==> config.mk <==
export PLATFORM = sky130hd
export DESIGN_NAME = picosoc_iomem_router
export DESIGN_NICKNAME = d
export VERILOG_FILES = /design/src/rtl/picosoc_pkg.sv /design/src/rtl/iomem_timeout_counter.sv /design/src/rtl/picosoc_iomem_router.sv
export SDC_FILE = /design/constraint.sdc
export NUM_CORES = 1
export LEC_CHECK = 0
export BUFFER_PORTS_ARGS = -buffer_cell sky130_fd_sc_hd__buf_4
export CAP_MARGIN = 25
export CORE_AREA = 2 2 133 135
export CTS_CLUSTER_SIZE = 14
export DETAILED_ROUTE_END_ITERATION = 16
export DIE_AREA = 0 0 135 137
export HOLD_SLACK_MARGIN = 0.02
export PLACE_DENSITY = 0.76
export SLEW_MARGIN = 20
export SYNTH_ARGS = -nofsm -noshare
export SYNTH_HDL_FRONTEND = slang
export SYNTH_SLANG_ARGS = --single-unit
==> constraint.sdc <==
create_clock -name clk -period 1.8 [get_ports clk]
set_input_delay 0.09 -clock clk [delete_from_list [all_inputs] [get_ports clk]]
set_output_delay 0.09 -clock clk [all_outputs]
set_load 0.1 [all_outputs]
==> src/rtl/picosoc_pkg.sv <==
// Shared types and constants for the PicoSoC iomem router.
package picosoc_pkg;

    typedef enum logic [1:0] {
        ST_IDLE = 2'd0,
        ST_WAIT = 2'd1,
        ST_RESP = 2'd2
    } iomem_state_e;

    // Read data returned when the address decodes to no peripheral
    localparam logic [31:0] MISS_DATA    = 32'hFFFF_FFFF;
    // Read data returned when the selected peripheral never answers
    localparam logic [31:0] TIMEOUT_DATA = 32'hDEAD_BEEF;

    localparam int TIMER_W = 16;

endpackage

==> src/rtl/iomem_timeout_counter.sv <==
// Saturating wait-cycle counter with a terminal-count flag.
// tc rises in the cycle whose increment brings the count to TERMINAL,
// so an owner that stops on tc has waited exactly TERMINAL cycles.
module iomem_timeout_counter
    import picosoc_pkg::*;
#(
    parameter int unsigned TERMINAL = 255
) (
    input  logic clk,
    input  logic reset,
    input  logic clear,
    input  logic enable,
    output logic tc
);

    localparam logic [TIMER_W-1:0] TC_VAL = TIMER_W'(TERMINAL - 1);

    logic [TIMER_W-1:0] r_cnt;

    // Count while enabled, sticking at all-ones instead of wrapping
    always_ff @(posedge clk) begin
        if (reset || clear)
            r_cnt <= '0;
        else if (enable && (r_cnt != '1))
            r_cnt <= r_cnt + 1'b1;
    end

    assign tc = (r_cnt >= TC_VAL);

endmodule

==> src/rtl/picosoc_iomem_router.sv <==
// PicoSoC iomem router: decodes one master request onto up to four
// peripherals, waits for the selected ready with a timeout, and keeps a
// sticky record of the first timeout until software clears it.
module picosoc_iomem_router
    import picosoc_pkg::*;
#(
    parameter int          NUM_SLAVES     = 4,
    parameter logic [7:0]  BASE_HI        = 8'h03,
    parameter int          SEL_LSB        = 8,
    parameter int          TIMEOUT_CYCLES = 255
) (
    input  logic                       clk,
    input  logic                       reset,
    input  logic                       m_valid,
    input  logic [3:0]                 m_wstrb,
    input  logic [31:0]                m_addr,
    input  logic [31:0]                m_wdata,
    output logic [31:0]                m_rdata,
    output logic                       m_ready,
    output logic [NUM_SLAVES-1:0]      s_valid,
    output logic [3:0]                 s_wstrb,
    output logic [31:0]                s_addr,
    output logic [31:0]                s_wdata,
    input  logic [NUM_SLAVES*32-1:0]   s_rdata,
    input  logic [NUM_SLAVES-1:0]      s_ready,
    input  logic                       err_clear,
    output logic                       err_o,
    output logic [1:0]                 err_slave_o,
    output logic [31:0]                err_addr_o
);

    iomem_state_e r_state, w_next;

    logic [31:0] r_addr, r_wdata, r_rdata, r_err_addr;
    logic [3:0]  r_wstrb;
    logic [1:0]  r_idx, r_err_slave;
    logic        r_err;

    logic [1:0]       w_idx_in;
    logic             w_hit, w_start, w_capture, w_timeout, w_tc, w_sel_ready;
    logic [3:0]       w_rdy_pad;
    logic [3:0][31:0] w_rd_pad;

    assign w_idx_in = m_addr[SEL_LSB +: 2];
    assign w_hit    = (m_addr[31:24] == BASE_HI) &&
                      ({30'd0, w_idx_in} < 32'(NUM_SLAVES));

    // Widen the response buses to four ports so the 2-bit index always selects in range
    for (genvar g = 0; g < 4; g++) begin : g_pad
        if (g < NUM_SLAVES) begin : g_on
            assign w_rdy_pad[g] = s_ready[g];
            assign w_rd_pad[g]  = s_rdata[32*g +: 32];
        end else begin : g_off
            assign w_rdy_pad[g] = 1'b0;
            assign w_rd_pad[g]  = '0;
        end
    end

    // Valid drops combinationally on ready so a registered-ready slave sees one strobe
    for (genvar g = 0; g < NUM_SLAVES; g++) begin : g_sv
        assign s_valid[g] = (r_state == ST_WAIT) && (r_idx == 2'(g)) && !s_ready[g];
    end

    assign w_sel_ready = w_rdy_pad[r_idx];

    iomem_timeout_counter #(
        .TERMINAL (TIMEOUT_CYCLES)
    ) u_timer (
        .clk    (clk),
        .reset  (reset),
        .clear  (w_start && w_hit),
        .enable (r_state == ST_WAIT),
        .tc     (w_tc)
    );

    // State register
    always_ff @(posedge clk) begin
        if (reset)
            r_state <= ST_IDLE;
        else
            r_state <= w_next;
    end

    // Next state and datapath strobes; ready beats timeout in the same cycle
    always_comb begin
        w_next    = r_state;
        w_start   = 1'b0;
        w_capture = 1'b0;
        w_timeout = 1'b0;
        case (r_state)
            ST_IDLE: begin
                if (m_valid) begin
                    w_start = 1'b1;
                    w_next  = w_hit ? ST_WAIT : ST_RESP;
                end
            end
            ST_WAIT: begin
                if (w_sel_ready) begin
                    w_capture = 1'b1;
                    w_next    = ST_RESP;
                end else if (w_tc) begin
                    w_timeout = 1'b1;
                    w_next    = ST_RESP;
                end
            end
            ST_RESP: w_next = ST_IDLE;
            default: w_next = ST_IDLE;
        endcase
    end

    // Request latch, response data and sticky error record
    always_ff @(posedge clk) begin
        if (reset) begin
            r_addr      <= '0;
            r_wdata     <= '0;
            r_wstrb     <= '0;
            r_idx       <= '0;
            r_rdata     <= '0;
            r_err       <= 1'b0;
            r_err_slave <= '0;
            r_err_addr  <= '0;
        end else begin
            if (w_start) begin
                r_addr  <= m_addr;
                r_wdata <= m_wdata;
                r_wstrb <= m_wstrb;
                r_idx   <= w_idx_in;
                if (!w_hit)
                    r_rdata <= MISS_DATA;
            end
            if (w_capture)
                r_rdata <= w_rd_pad[r_idx];
            if (w_timeout) begin
                r_rdata <= TIMEOUT_DATA;
                r_err   <= 1'b1;
                // keep the first offender unless this same cycle clears the old one
                if (!r_err || err_clear) begin
                    r_err_slave <= r_idx;
                    r_err_addr  <= r_addr;
                end
            end else if (err_clear) begin
                r_err <= 1'b0;
            end
        end
    end

    assign m_ready     = (r_state == ST_RESP);
    assign m_rdata     = r_rdata;
    assign s_addr      = r_addr;
    assign s_wdata     = r_wdata;
    assign s_wstrb     = r_wstrb;
    assign err_o       = r_err;
    assign err_slave_o = r_err_slave;
    assign err_addr_o  = r_err_addr;

endmodule

==> results of run 1 <==
-- through the flow --
stage | cells | instance area (um2)
detailed placement | 1304 | 10100
finish | 1420 | 11900
global placement | 1304 | 10100
global route | 1420 | 11900
CTS | 1412 | 11500
floorplan | 755 | 7180
-- cell families (layout without fill, tap and decap cells) --
group                      Yosys count  count (layout)
muxes                               69              69
other                                0               1
adders and majority gates            2               2
buffers and inverters               92             531
DFF                                151             151
xor gates and xnor gates             1               1
AOI/OAI and AO/OA                  135             135
and+or+nand+nor                    305             305
-- cell usage after synthesis (all sizes together) (6+ instances only) --
cell type / number / area (um2)
dfxtp: 151 / 3020
nand2: 146 / 548
a21oi: 80 / 404
nand2b: 69 / 432
nor2: 38 / 145
mux2i: 37 / 370
inv: 34 / 128
clkbuf: 32 / 120
mux4: 32 / 721
buf: 26 / 159
a311oi: 25 / 219
a2111oi: 9 / 143
or4: 8 / 60.1
and4: 6 / 52.6
nand3: 6 / 30.0
nand4: 6 / 37.5
-- metal layers --
layer	wire length, um	part of all wire
met5	0	0
met4	939	0.037
met3	1940	0.077
met2	12900	0.51
met1	9280	0.37
-- layout make-up --
cell class,instances,share of cell area
timing repair buffer,465,0.330
sequential,151,0.256
clock inverter,11,0.00929
multi-input combinational,512,0.328
antenna,1,0.000211
inverter,34,0.0110
tap,225,0.0238
clock buffer,21,0.0415
-- flip-flops by register name, summed over array words and instances, names as in the netlist --
| signal | cells |
|---|---|
| err_addr_o | 32 |
| err_o | 1 |
| m_rdata | 32 |
| r_state | 2 |
| s_addr | 32 |
| s_wdata | 32 |
| s_wstrb | 4 |
| u_timer.r_cnt | 16 |
-- path summary, 6_finish.rpt --
kind | endpoint | from | cells after the start
max | s_valid[2] | s_addr[8] | 4
min | r_state[1] | m_valid | 3
max reg2reg | m_rdata[9] | u_timer.r_cnt[7] | 6
min reg2reg | s_wdata[14] | s_wdata[14] | 2
-- cell usage in the layout, fill, tap and decap left out, types with 3 or more instances in the layout --
master / count
nand2b_1: 69
buf_12: 10
buf_16: 3
mux4_2: 32
a2111oi_4: 7
clkbuf_16: 20
nor3b_4: 3
a21oi_1: 79
or4_1: 7
inv_6: 3
buf_6: 5
inv_1: 33
a311oi_2: 8
dfxtp_1: 144
nand4_1: 6
o21ai_0: 3
nor2_1: 37
nand3_1: 6
a311oi_1: 17
buf_4: 375
clkbuf_8: 3
nand2_1: 145
and4_1: 5
mux2i_1: 35
dlygate4sd3_1: 68
dfxtp_2: 5
o31ai_1: 5
-- critical path: stages, from the launching register on --
cell and delay [ns]:
dfxtp_4 0.34, or3b_4 0.40, buf_6 0.14, nor3b_4 0.21, buf_12 0.20
-- report_power, final --
| group | switching [mW] | internal [mW] | leakage, nW | total, mW |
|---|---|---|---|---|
| sequential | 0.0947 | 3.49 | 1.24 | 3.58 |
| clock | 1.47 | 2.12 | 0.294 | 3.59 |
| combinational | 1.61 | 0.883 | 3.42 | 2.49 |
-- what timing repair did --
| action | 4_1_cts | 5_1_grt |
|---|---|---|
| cloned | 2 | 2 |
| setup endpoints to repair | 10 | 76 |
| pin swaps | 4 | 6 |
| hold buffers | 68 | 0 |
| setup buffers | 6 | 5 |
| hold endpoints to repair | 68 | 0 |
| gates resized for setup | 14 | 41 |
==> flow_summary.toml, run 1 <==
[status]
status = "complete, but fails checks"
violations = "negative setup slack"

[sta]
slew_headroom = 0.725
timing.hold.ws_ns = 0.0461
finalWorstSetupSlack_ns = -0.0109
fmax_mhz = 552
fin_setup_tns_ns = -0.0204
worst_pin_slew_ns = 0.412
slew_violations = 0
finalClockSkew_ns = 0.00905
post-route-min-period_ns = 1.81
setup_viol = 2
period_share = 1.01
hold_violations = 0
rsz0062_at_grt = "true"

[worst_setup_path]
cp_max_fo = 2
crit_path_start_kind = "register"
crit_type = "reg2out"
end_kind = "output port"
cp.required_ns = 1.71
r2r_slack_ns = -0.01
cp.arrival_ns = 1.72

[routing]
wl_mm = 25.1
vias = 7356
drcViolationCount = 0
routedWlPerCell_um = 17.7
viasPerCell = 5.18
detail-route-antenna-nets = 0
drt_first_iter_violations = 282
dr.pass1.iters = 4

[logic_synthesis]
yosysUniqueCellTypes = 54
synthAdderAreaFrac = 0.00356
syn_inst = 755
syn_nets = 961
synth_top_family_by_area = "simple AND/OR/NAND/NOR gates"
syn-mean-instance-area_um2 = 9.30
yosysWarnings = 0
ys_seq_area_frac = 0.431
synth_xor_xnor_area_share = 0.00125
ys_seq_elements = 151
yosys.area_share.simple = 0.214
synth-async-reset-ratio = 0
synth_edf_count = 0
synth_compound_area_frac = 0.138
synth.area.mux_share = 0.155
synth_ff_type = "dfxtp_1"
syn_area_um2 = 7020

[clock_tree]
cts_buffer_depth = 2
cts.sinks = 151
cts_root_buf = "clkbuf_16"
cts_buffers = 17
cts.clk_slew.worst_paths_ns = 0.06
clock_latency_ns = 0.42
tritoncts = "built"
htree_levels = 4

[die]
initial_core_util = 0.412
ios = 344
dieHeight_um = 137
die_w_um = 135
core_um2 = 17100
die-area_um2 = 18500
placementRows = 48

[global_routing]
track_usage = 0.260
met2_usage = 0.461
antenna_found_initial = 1
gr-usage-met3 = 0.0741
grt_overflow_total = 0
grt.busiest_layer = "met2"
grt_pass1_wl_mm = 37.5
met1_usage = 0.287
grt_max_degree = 77
grt_pass1_vias = 7320

[min_path]
hp-class = "in2reg"

[job]
max-cap-violations = 0

[finish]
multi_input_area_um2 = 3880
seqCellArea_um2 = 3040
syn_to_final_growth_pct = 68.8
final_layout_size_suffix_gt1_frac = 0.430
nets = 1387
n_fill_cell = 1290
final_util = 0.695

[power]
power_density_nw_per_um2 = 816
p_total_mw = 9.67
ir_worst_vdd_uv = 624
leakagePower_nw = 4.95

[placement]
post-dp-hpwl_mm = 16.5
portBuffers = 343
gp_congestion = 0.850
dp_slack_ns = -0.0340
Power figures use the tool's default switching activity.
==> run 2: changes to the inputs <==
Settings changed: ABC_AREA set to 1, CELL_PAD_IN_SITES_DETAIL_PLACEMENT set to 0, CELL_PAD_IN_SITES_GLOBAL_PLACEMENT set to 2, CORE_AREA 2 2 133 135 to unset, CORE_UTILIZATION set to 21, DIE_AREA 0 0 135 137 to unset, GPL_TIMING_DRIVEN set to 0, PLACE_DENSITY 0.76 to unset, PLACE_DENSITY_LB_ADDON set to 0.1.
==> flow_summary.toml, run 2 <==
[logic_synthesis]
syn_nets = 1372
synth_top_cells_by_area = "dfxtp_1, nand2_1, inv_1, nor2_1, o21ai_0"
synth_top_family_by_area = "simple AND/OR/NAND/NOR gates"
yosys.area_share.simple = 0.344
synth_ff_type = "dfxtp_1"
yosys.area.top_type_share = 0.408
yosysWarnings = 0
syn_area_um2 = 7410
synth_xor_xnor_area_share = 0.00828
synthAdderAreaFrac = 0.00338
yosysUniqueCellTypes = 23
synth_common_cells = "nand2_1, inv_1, nor2_1"
synth.most_common_cell = "nand2_1"
ys_seq_elements = 151
synth.area.mux_share = 0
syn_inst = 1166
synth-async-reset-ratio = 0
synth_edf_count = 0
synth_compound_area_frac = 0.0995
syn-mean-instance-area_um2 = 6.35
yosys.area.top_type = "dfxtp_1"
ys_seq_area_frac = 0.408

[finish]
final_layout_size_suffix_gt1_frac = 0.291
nets = 1824
final_util = 0.356
mostFrequentLayoutCell = "buf_4"
layout_common_cells = "buf_4, nand2_1, inv_1"
syn_to_final_growth_pct = 66.4
stdcell_count = 2086
n_fill_cell = 3888
diodes = 0

[routing]
dr.pass1.iters = 4
wl_mm = 33.1
drt_first_iter_violations = 280
vias = 8672
routedWlPerCell_um = 15.9
detail-route-antenna-nets = 0
drcViolationCount = 0
viasPerCell = 4.16

[min_path]
hp-class = "in2reg"

[clock_tree]
cts_buffers = 17
clock_latency_ns = 0.43
cts_buffer_depth = 2
tritoncts = "built"
cts_root_buf = "clkbuf_16"
cts.sinks = 151
cts.clk_slew.worst_paths_ns = 0.07
htree_levels = 4

[sta]
finalClockSkew_ns = 0.00965
fin_setup_tns_ns = 0
slew_headroom = 0.466
setup_viol = 0
rsz0062_at_grt = "true"
slew_violations = 0
post-route-min-period_ns = 1.75
period_share = 0.974
hold_violations = 0
fmax_mhz = 571
worst_pin_slew_ns = 0.801

[placement]
gp_congestion = 0.784
dp.cells = 1964
portBuffers = 343
post-dp-hpwl_mm = 25.9

[global_routing]
grt_pass1_wl_mm = 49.6
antenna_found_initial = 0
grt_max_degree = 17
track_usage = 0.182
grt_pass1_vias = 8716
grt_overflow_total = 0

[die]
core_um2 = 34600
dieHeight_um = 190
ios = 344
initial_core_util = 0.214
placementRows = 68
die-area_um2 = 36000
die_w_um = 190

[worst_setup_path]
cp.arrival_ns = 1.66
cp.required_ns = 1.71
critPathMaxStageDelay_ns = 0.33
crit_type = "reg2out"
path_cells = "inv_2 > nor2_4 > clkinvlp_4 > buf_8 > nor4_4 > buf_6"
crit_path_start_kind = "register"
path_buf_inv = 4
cp_max_fo = 5
cp_top_family = "buffers and inverters"
critPathSlowestCell = "dfxtp_2"
end_kind = "output port"

[job]
max-cap-violations = 0

[status]
status = "finished clean"

[power]
power_density_nw_per_um2 = 826
p_total_mw = 10.2
ir_worst_vdd_uv = 649
leakagePower_nw = 6.02
[run 2: metal layers]
layer,part of all wire,vias to the layer above,track usage
li1,-,4531,-
met1,0.45,3865,0.229
met2,0.47,253,0.307
met3,0.066,23,0.0509
met4,0.014,0,0.0444
met5,0,-,0
[run 2: area by class of cell]
type	instances	area (um2)	share of cell area
clock buffers	23	488	0.0396
well taps	455	569	0.0462
clock inverters	9	91.3	0.00741
multi-input cells	757	3500	0.284
plain buffers	68	428	0.0347
repair buffers	435	3500	0.284
inverters	188	712	0.0578
flip-flops and latches	151	3040	0.246
[run 2: kinds of logic after synthesis]
family,after synthesis
simple gates,602
buf+inv,258
flops,151
compound gates,146
xor+xnor,7
fa+ha+maj,2
[run 2: worst paths after layout]
kind	depth (start not counted)	slack [ns]	endpoint	from
max	6	0.05	s_valid[0]	r_state[0]
min reg2reg	2	0.47	m_rdata[22]	m_rdata[22]
max reg2reg	12	0.05	err_addr_o[13]	r_state[0]
min	3	0.07	s_addr[8]	m_addr[8]
[run 2: where the power goes]
part	switching (mW)	internal, mW	total, mW	leakage (nW)
combinational	2.10	0.875	2.98	4.50
clock	1.52	2.06	3.58	0.272
sequential	0.103	3.52	3.63	1.25
total	3.73	6.46	10.2	6.02
[run 2: timing repair]
action                     4_1_cts  5_1_grt
setup endpoints to repair      135       91
setup buffers                   10       12
cloned                           0        2
hold endpoints to repair        70        0
gates resized for setup         39       52
hold buffers                    68        0
pin swaps                        2       16
[run 2: through the flow]
stage / hold WS, ns / cell area [um2] / worst slack, ns
after global routing: 0.110 / 12300 / -0.0379
after global placement: 0.275 / 10700 / -0.430
after detailed placement: 0.276 / 10700 / -0.449
after floorplan: 0.152 / 7510 / -0.362
after CTS: 0.0723 / 12100 / -0.0152
final: 0.0748 / 12300 / 0.0473
[run 2: worst min-delay path, delay by kind of cell]
family	cells	cell delay, ns
AOI/OAI and AO/OA	2	0.28
buffers and inverters	1	0.08
